**config.mk**
```make
export PLATFORM = sky130hd
export DESIGN_NAME = fetch_unit
export DESIGN_NICKNAME = d
export VERILOG_FILES = /design/src/rtl/fetch_unit.sv
export SDC_FILE = /design/constraint.sdc
export NUM_CORES = 1
export LEC_CHECK = 0
export CAP_MARGIN = 20
export CORE_MARGIN = 2
export CORE_UTILIZATION = 51
export DETAILED_ROUTE_END_ITERATION = 7
export PLACE_DENSITY = 0.85
export SYNTH_ARGS = -nofsm -noshare
export SYNTH_HDL_FRONTEND = slang
export SYNTH_SLANG_ARGS = --single-unit
```
**constraint.sdc**
```tcl
create_clock -name clk -period 4.39 [get_ports clk]
set_input_delay 0.439 -clock clk [delete_from_list [all_inputs] [get_ports clk]]
set_output_delay 0.439 -clock clk [all_outputs]
set_load 0.05 [all_outputs]
```
**src/rtl/fetch_unit.sv**
```systemverilog
// Instruction fetch stage: issues one request at a time to instruction memory and
// feeds the IF/ID register, honouring stall (hold) and redirect (flush) from later stages.
module fetch_unit #(
  parameter logic [63:0] RESET_PC = 64'h0,
  parameter logic [31:0] NOP_INST = 32'h00000013
) (
  input  logic        clk,
  input  logic        srst,
  input  logic        stall,
  input  logic        redirect,
  input  logic [63:0] redirect_pc,
  output logic        imem_req,
  output logic [63:0] imem_addr,
  input  logic        imem_rvalid,
  input  logic [31:0] imem_rdata,
  output logic [31:0] inst_out,
  output logic [63:0] pc_out,
  output logic        valid_out
);

  typedef enum logic [1:0] {IDLE, WAIT, DROP, HOLD} state_e;

  state_e      state_q, state_d;
  logic [63:0] pc_q, pc_d;
  logic [31:0] buf_q, buf_d;
  logic [31:0] inst_q, inst_d;
  logic [63:0] pc_out_q, pc_out_d;
  logic        valid_q, valid_d;
  logic        present;
  logic [31:0] present_inst;

  assign imem_req  = (state_q == IDLE) && !redirect && !srst;
  assign imem_addr = pc_q;
  assign inst_out  = inst_q;
  assign pc_out    = pc_out_q;
  assign valid_out = valid_q;

  always_comb begin
    state_d      = state_q;
    pc_d         = pc_q;
    buf_d        = buf_q;
    present      = 1'b0;
    present_inst = buf_q;

    case (state_q)
      IDLE: begin
        if (redirect) pc_d = redirect_pc;
        else          state_d = WAIT;
      end
      WAIT: begin
        if (redirect) begin
          pc_d    = redirect_pc;
          state_d = imem_rvalid ? IDLE : DROP;
        end else if (imem_rvalid) begin
          if (!stall) begin
            present      = 1'b1;
            present_inst = imem_rdata;
            state_d      = IDLE;
          end else begin
            buf_d   = imem_rdata;
            state_d = HOLD;
          end
        end
      end
      DROP: begin
        // The response in flight belongs to a squashed path; swallow it.
        if (redirect)    pc_d = redirect_pc;
        if (imem_rvalid) state_d = IDLE;
      end
      HOLD: begin
        if (redirect) begin
          pc_d    = redirect_pc;
          state_d = IDLE;
        end else if (!stall) begin
          present      = 1'b1;
          present_inst = buf_q;
          state_d      = IDLE;
        end
      end
      default: state_d = IDLE;
    endcase

    if (present) pc_d = pc_q + 64'd4;
  end

  always_comb begin
    inst_d   = inst_q;
    pc_out_d = pc_out_q;
    valid_d  = valid_q;
    if (present) begin
      inst_d   = present_inst;
      pc_out_d = pc_q;
      valid_d  = 1'b1;
    end else if (redirect || !stall) begin
      inst_d  = NOP_INST;
      valid_d = 1'b0;
    end
  end

  always_ff @(posedge clk) begin
    if (srst) begin
      state_q  <= IDLE;
      pc_q     <= RESET_PC;
      buf_q    <= 32'h0;
      inst_q   <= NOP_INST;
      pc_out_q <= 64'h0;
      valid_q  <= 1'b0;
    end else begin
      state_q  <= state_d;
      pc_q     <= pc_d;
      buf_q    <= buf_d;
      inst_q   <= inst_d;
      pc_out_q <= pc_out_d;
      valid_q  <= valid_d;
    end
  end

endmodule

```
# Word level (Yosys, flattened, before mapping)
# Cells that the tools add are included.
# word_totals
word_cells	52
reg_bits	195
input_bits	101
out_inout_bits	162
# classes
n_bitwise	1
n_mux	25
addsub	1
n_eq_ne	8
reduce_logical	11
# ops
cell	n
32-bit 2-to-1 mux	6
64-bit 2-to-1 mux	3
64-bit by 3-bit adder with 64-bit output (second input constant)	1
2-bit 2-to-1 mux	8
2-bit case mux with 4 select lines	1
4-bit AND reduction	2
1-bit 2-to-1 mux	6
3-bit != test (second input constant)	2
2-bit == test (second input constant)	2
2-bit != test (second input constant)	2
4-bit OR reduction	1
1-bit zero test	3
3-bit by 1-bit != test with 1-bit output (second input constant)	1
2-bit by 1-bit == test with 1-bit output (second input constant)	1
1-bit logical AND	2
2-bit zero test	1
1-bit case mux with 2 select lines	1
2-bit nonzero test	1
1-bit logical OR	1
1-bit inverter	1

# Logic depth before layout (Yosys ltp)
# Gate-level depths: netlist of run 1.
# depth
word_depth	5
mapped_depth	8

# Worst setup path before layout of run 1
# Ideal clock, no wire load.
# synth_timing
path_kind	input -> output
startpoint	in redirect
endpoint	out imem_req
required_ns	3.951
arrival_time_ns	2.719
cell_stages	5
path_slack_ns	1.232
path_cell_list	clkbuf_1 > clkbuf_1 > buf_1 > clkbuf_1 > nor4_1
# synth_via
elab_chain_len	3
# synth_rtl
element	line	rtl
from (decl)	10	input logic redirect,
1-bit zero test	32	assign imem_req = (state_q == IDLE) && !redirect && !srst;
1-bit logical AND (2 in series)	32	
to (decl)	12	output logic imem_req,
# No other way between the ends.

# Worst setup path after layout of run 1
# layout_timing
startpoint	reg pc_q[2] (netlist: imem_addr[2])
endpoint	reg pc_q[54] (netlist: imem_addr[54])
# layout_via
elab_chain_len	2
# layout_rtl
element	line	rtl
from (decl)	24	logic [63:0] pc_q, pc_d;
from (signal assigned)	110	pc_q <= pc_d;
64-bit by 3-bit adder with 64-bit output	83	if (present) pc_d = pc_q + 64'd4;
64-bit 2-to-1 mux	83	
# No other way between the ends.
# A chain may end at the register's enable or synchronous reset.

==> results.ini, run 1 <==
[run_status]
status=complete, no violations

[global_routing]
use_met1_pct=35.5
met3_usage_pct=8.17
antenna_found_initial=0
grt_pass1_wl_mm=43.0
grt.busiest_layer=met2
gr-usage-all-layers_pct=28.9
grt.overflow.total=0
first_global_vias=8391
gr-usage-met2_pct=49.1
grt_max_degree=127

[floorplanning]
fp-row-count=48
die_w_um=136
die_h_um=136
ios=263
core_area_sq_um=17200
die_area_sq_um=18500
start_util_pct=51.8

[power]
pwr-share-comb_pct=12.3
p_int_w=0.00308
p_seq_share_pct=45.5
p_sw_share_pct=26.3
leakagePower_nw=4.16
power.total_w=0.00417
vdd.ir_drop.worst_uv=269
pwr-share-clk_pct=42.2
power_density_nw_per_um2=342
power_switching_w=0.00110

[worst_setup_path]
critical-path-top-delay-family=simple AND/OR/NAND/NOR gates
path_buf_inv=1
r2r_start=imem_addr[2]
worstPathArrival_ns=3.10
crit_path_end_kind=register
cpPeakStageDelay_ns=0.48
cp_slowest_cell=dfxtp_1
rrSetupSlack_ns=1.61
crit_chain=ha_1 > nand3_1 > nor4_4 > buf_4 > nand4_1 > or2_2 > a211o_1
r2r-end=imem_addr[54]
r2r_cells=7
crit_required_ns=4.71
startpoint_type=register
cp.depth=7
worstSetupPathType=reg -> reg
worstPathMaxFanout=15

[sta]
max_slew.worst_pin.slew_ns=1.09
finalHoldViolations=0
fin_skew_ns=0.00697
setup_viol=0
fmax_mhz=360
fin_tns_setup_ns=0
period_minus_slack_ns=2.78
post-route-worst-setup-slack_ns=1.61
slew_headroom_pct=27.3
period_share_pct=63.3
final-max-slew-violation-count=0
rsz0062_at_grt=no

[clock_network]
cts_setup_buffers=0
cts_made_buffers=17
htree_levels=4
hold_buffers=0
clock_sinks=195
path_clk_slew_ns=0.07
cts.path.max_buffers=2
cts_tree=done
cts-root-buf=clkbuf_16
cts.repair.resized=0
clk_latency_ns=0.43

[synthesis]
ys_seq_area_share_pct=43.9
yosys_warnings=0
synth-edff-count=0
syn-num-nets=1204
yosysTopAreaCellShare_pct=43.9
yosys-top-cells-count=261 x nand2_1, 195 x dfxtp_1, 114 x a21oi_1, 80 x nor2_1, 60 x clkbuf_1
ys_async_sr_fraction_pct=0
synth_top_area_cell=dfxtp_1
synthFlopType=dfxtp_1
synth.most_common_cell=nand2_1
synth_area_sq_um=8900
ys_ff_latch=195
synth_cell_type_count=62
synth.avg_cell_area_sq_um=8.08
synth_area_leaders=dfxtp_1 44%, nand2_1 11%, a21oi_1 6.4%
syn_inst=1102

[min_path]
holdPathStages=2
hold_path_end=buf_q[4]
hp-class=reg -> reg
hp-start=buf_q[4]

[place]
dp_worst_setup_slack_ns=1.25
io_buffers=262
dp_hpwl_mm=18.4
gp_congestion=0.872

[finish]
fin_nets=1411
multi_input_area_sq_um=4590
syn_to_final_growth_pct=37.0
nFillCells=1361
drive_gt1_share_pct=7.72
final_util_pct=71.0
regArea_sq_um=3900

[route]
drt_pre_antenna_iters=5
wl_per_cell_um=17.7
vias=9051
drc=0
dr.first_iter.drc_count=955
antenna_left=0
vias_per_cell=5.85
routed_wl_mm=27.4

[run]
cap_violations=0

-- cell type report --
class	count	area share [%]
well taps	225	2.31
flip-flops and latches	195	32.0
clock inverters	13	1.79
repair buffers	273	22.2
clock buffers	19	3.72
inverters	11	0.339
multi-input cells	811	37.7
diodes	1	0.0205
-- sequential cells by signal, indices dropped and copies added, names as in the netlist --
signal and cells:
imem_addr 64, state_q 2, pc_out 64, valid_out 1, inst_out 32, buf_q 32
-- worst reg2reg max path: cells and delay by family, from the launching register on --
family / cells / cell delay (ns)
flops: 1 / 0.48
buf+inv: 1 / 0.27
simple gates: 4 / 1.43
fa+ha+maj: 1 / 0.22
compound gates: 1 / 0.28
-- metal layers --
metal	up-vias	wire length [um]
met4	0	603
met3	55	2580
met1	4266	11000
met2	411	13200
met5	-	0
li1	4319	-
-- how the worst max path moves through the flow --
stage	start	end	slack, ns
2_1_floorplan	redirect	imem_req	1.23
3_3_place_gp	stall	imem_addr[63]	1.33
3_5_place_dp	imem_rvalid	imem_addr[63]	1.25
4_1_cts	imem_addr[2]	imem_addr[54]	1.65
5_1_grt	imem_rvalid	imem_addr[63]	1.44
6_report	imem_addr[2]	imem_addr[54]	1.61
-- power groups by stage --
stage	registers [W]	clock network, W	logic [W]
3_5_place_dp	0.00194	0	0.000510
3_3_place_gp	0.00194	0	0.000504
6_report	0.00190	0.00176	0.000513
4_1_cts	0.00190	0.00177	0.000513
2_1_floorplan	0.00205	0	0.000165
5_1_grt	0.00191	0.00185	0.000544
-- cells in the final DEF, fill, tap and decap left out, drive strengths merged, types with 3 or more instances in the layout --
| master | count |
|---|---|
| nand2 | 261 |
| clkdlybuf4s50 | 260 |
| dfxtp | 195 |
| a21oi | 114 |
| nor2 | 80 |
| nand4 | 43 |
| mux2 | 36 |
| nand3 | 34 |
| a22oi | 30 |
| clkbuf | 19 |
| or3 | 18 |
| nor4 | 18 |
| inv | 16 |
| a211oi | 15 |
| o21ai | 15 |
| a31oi | 14 |
| xor2 | 14 |
| buf | 13 |
| nor3 | 12 |
| a311oi | 11 |
| and3 | 10 |
| o211ai | 10 |
| mux2i | 9 |
| or4 | 9 |
| nor3b | 8 |
| and2 | 5 |
| a2111oi | 5 |
| bufinv | 5 |
| o22ai | 3 |
| nand2b | 3 |
| o31ai | 3 |
| a2bb2oi | 3 |
| or2 | 3 |
| nor2b | 3 |
| nor4b | 3 |
-- stage by stage --
stage | area, sq um | hold slack (ns) | cells
finish | 12200 | 0.451 | 1548
global route | 12200 | 0.468 | 1547
CTS | 12200 | 0.452 | 1547
detailed placement | 11500 | 0.443 | 1515
global placement | 11500 | 0.438 | 1515
floorplan | 8900 | 0.433 | 1102
-- kinds of logic after synthesis --
logic type	share of synthesized area [%]
simple gates	27.8
mux	5.57
xor+xnor	1.57
fa+ha+maj	0.141
flops	43.9
buf+inv	4.72
compound gates	16.3
Note: power is estimated with default switching activity, not from simulation.
==> run 2: changes to the inputs <==
--- a/config.mk
+++ b/config.mk
@@ -7,9 +7,9 @@
 export LEC_CHECK = 0
 export CAP_MARGIN = 20
 export CORE_MARGIN = 2
-export CORE_UTILIZATION = 51
+export CORE_UTILIZATION = 43
 export DETAILED_ROUTE_END_ITERATION = 7
-export PLACE_DENSITY = 0.85
+export PLACE_DENSITY = 0.77
 export SYNTH_ARGS = -nofsm -noshare
 export SYNTH_HDL_FRONTEND = slang
 export SYNTH_SLANG_ARGS = --single-unit
==> constraint.sdc (replaced) <==
create_clock -name clk -period 2.31 [get_ports clk]
set_input_delay 0.231 -clock clk [delete_from_list [all_inputs] [get_ports clk]]
set_output_delay 0.231 -clock clk [all_outputs]
set_load 0.05 [all_outputs]
==> run 2 against run 1 <==
Compared with the run above: clock power rose by 92%; die area rose by 18%; count of clock-buffer cells in the layout fell by 2; design area rose by 5.8%; cell count rose by 7.8%; sequential power rose by 87%; sequential cell count did not move; maximum frequency rose by 22%; global-route usage fell by 3.0 points.
==> results.ini, run 2 (same netlist as run 1, synthesis figures left out) <==
[run_status]
status=complete, no violations

[worst_setup_path]
cpPeakStageDelay_ns=0.51
worstPathArrival_ns=2.61
crit_chain=nand4_2 > nor4_4 > nand4_1 > or3_1 > a311oi_1
crit_path_end_kind=register
startpoint_type=register
path_buf_inv=0
cp_slowest_cell=nor4_4
r2r-end=imem_addr[53]
r2r_start=imem_addr[25]
crit_required_ns=2.64
r2r_cells=5
worstPathMaxFanout=9
rrSetupSlack_ns=0.03
worstSetupPathType=reg -> reg
critical-path-top-delay-family=simple AND/OR/NAND/NOR gates

[finish]
final_util_pct=63.5
drive_gt1_share_pct=14.6
final_cell_mix=261 x nand2_1, 259 x clkdlybuf4s50_1, 172 x dfxtp_1
syn_to_final_growth_pct=44.8
fin_nets=1487
postLayoutCellArea_sq_um=12900
diodes=0
layout_commonest_cell=nand2_1
finalNonFillerCells=1668

[route]
wl_per_cell_um=17.4
vias_per_cell=5.57
drc=0
vias=9288
dr.first_iter.drc_count=646
routed_wl_mm=29.1
antenna_left=0
drt_pre_antenna_iters=5

[global_routing]
grt_pass1_wl_mm=45.9
grt_max_degree=70
grt.overflow.total=0
antenna_found_initial=0
first_global_vias=8814
gr-usage-all-layers_pct=25.9

[sta]
fin_tns_setup_ns=0
finalHoldViolations=0
period_minus_slack_ns=2.28
final-max-slew-violation-count=0
slew_headroom_pct=62.3
max_slew.worst_pin.slew_ns=0.563
setup_viol=0
rsz0062_at_grt=yes
fmax_mhz=439
fin_skew_ns=0.0137
period_share_pct=98.5

[clock_network]
cts_tree=done
htree_levels=4
clk_latency_ns=0.44
path_clk_slew_ns=0.07
cts.path.max_buffers=2
cts_made_buffers=17
cts-root-buf=clkbuf_16
clock_sinks=195

[power]
power_density_nw_per_um2=625
leakagePower_nw=4.57
vdd.ir_drop.worst_uv=575
power.total_w=0.00807

[place]
place_inst=1636
gp_congestion=0.871
dp_hpwl_mm=20.9
io_buffers=262
placed_cell_area_sq_um=12200

[floorplanning]
die_w_um=148
die_area_sq_um=21900
die_h_um=148
ios=263
fp-row-count=52
start_util_pct=43.9
core_area_sq_um=20300

[min_path]
hp-class=in -> reg
holdPathStages=2
hp-start=srst
hold_path_end=inst_out[13]

[run]
cap_violations=0

[run 2: cell types whose count changed in the layout (fill, tap and decap cells not counted), sizes merged]
cell	delta
inv	+1
clkinv	+2
clkdlybuf4s50	-1
buf	+77
diode	-1
clkinvlp	-1
clkbuf	-2
[run 2: worst max path at each step]
stage	cells after the start	from	to
floorplan	5	imem_addr[17]	imem_addr[49]
global placement	7	imem_rvalid	inst_out[26]
detailed placement	7	imem_rvalid	inst_out[9]
CTS	5	imem_addr[10]	imem_addr[53]
global route	5	imem_addr[13]	imem_addr[53]
finish	5	imem_addr[25]	imem_addr[53]
[run 2: report_power, final]
group / internal [W] / switching, W
Combinational: 0.000463 / 0.000669
Sequential: 0.00345 / 0.000100
Clock: 0.00196 / 0.00142
Total: 0.00587 / 0.00219
[run 2: what timing repair did]
action | in CTS | in global routing
hold buffers | 0 | 0
setup buffers | 0 | 0
gates resized for setup | 0 | 1
endpoints found under the setup margin | 0 | 3
[run 2: final cells by class]
class | instances | area (sq um)
clock inverters | 15 | 241
well taps | 270 | 338
fillers | 1774 | 7400
inverters | 11 | 41.3
clock buffers | 17 | 425
repair buffers | 349 | 3310
flip-flops and latches | 195 | 3940
multi-input cells | 811 | 4610
[run 2: worst reg2reg max path: stages, from the launching register on]
cell      delay, ns
dfxtp_2        0.43
nand4_2        0.23
nor4_4         0.51
nand4_1        0.32
or3_1          0.40
a311oi_1       0.30
[run 2: layer usage]
layer / global-route usage (%) / vias to the layer above / routed length, um / part of all wire [%]
li1: - / 4472 / - / -
met1: 32.7 / 4339 / 12000 / 41
met2: 42.7 / 416 / 13600 / 47
met3: 7.31 / 61 / 2660 / 9.1
met4: 8.90 / 0 / 747 / 2.6
met5: 0 / - / 0 / 0
[run 2: per-stage QoR]
step	hold WS (ns)	worst slack, ns
2_1_floorplan	0.367	0.00457
3_3_place_gp	0.439	0.00776
3_5_place_dp	0.445	-0.0864
4_1_cts	0.178	0.105
5_1_grt	0.204	-0.0306
6_report	0.203	0.0336
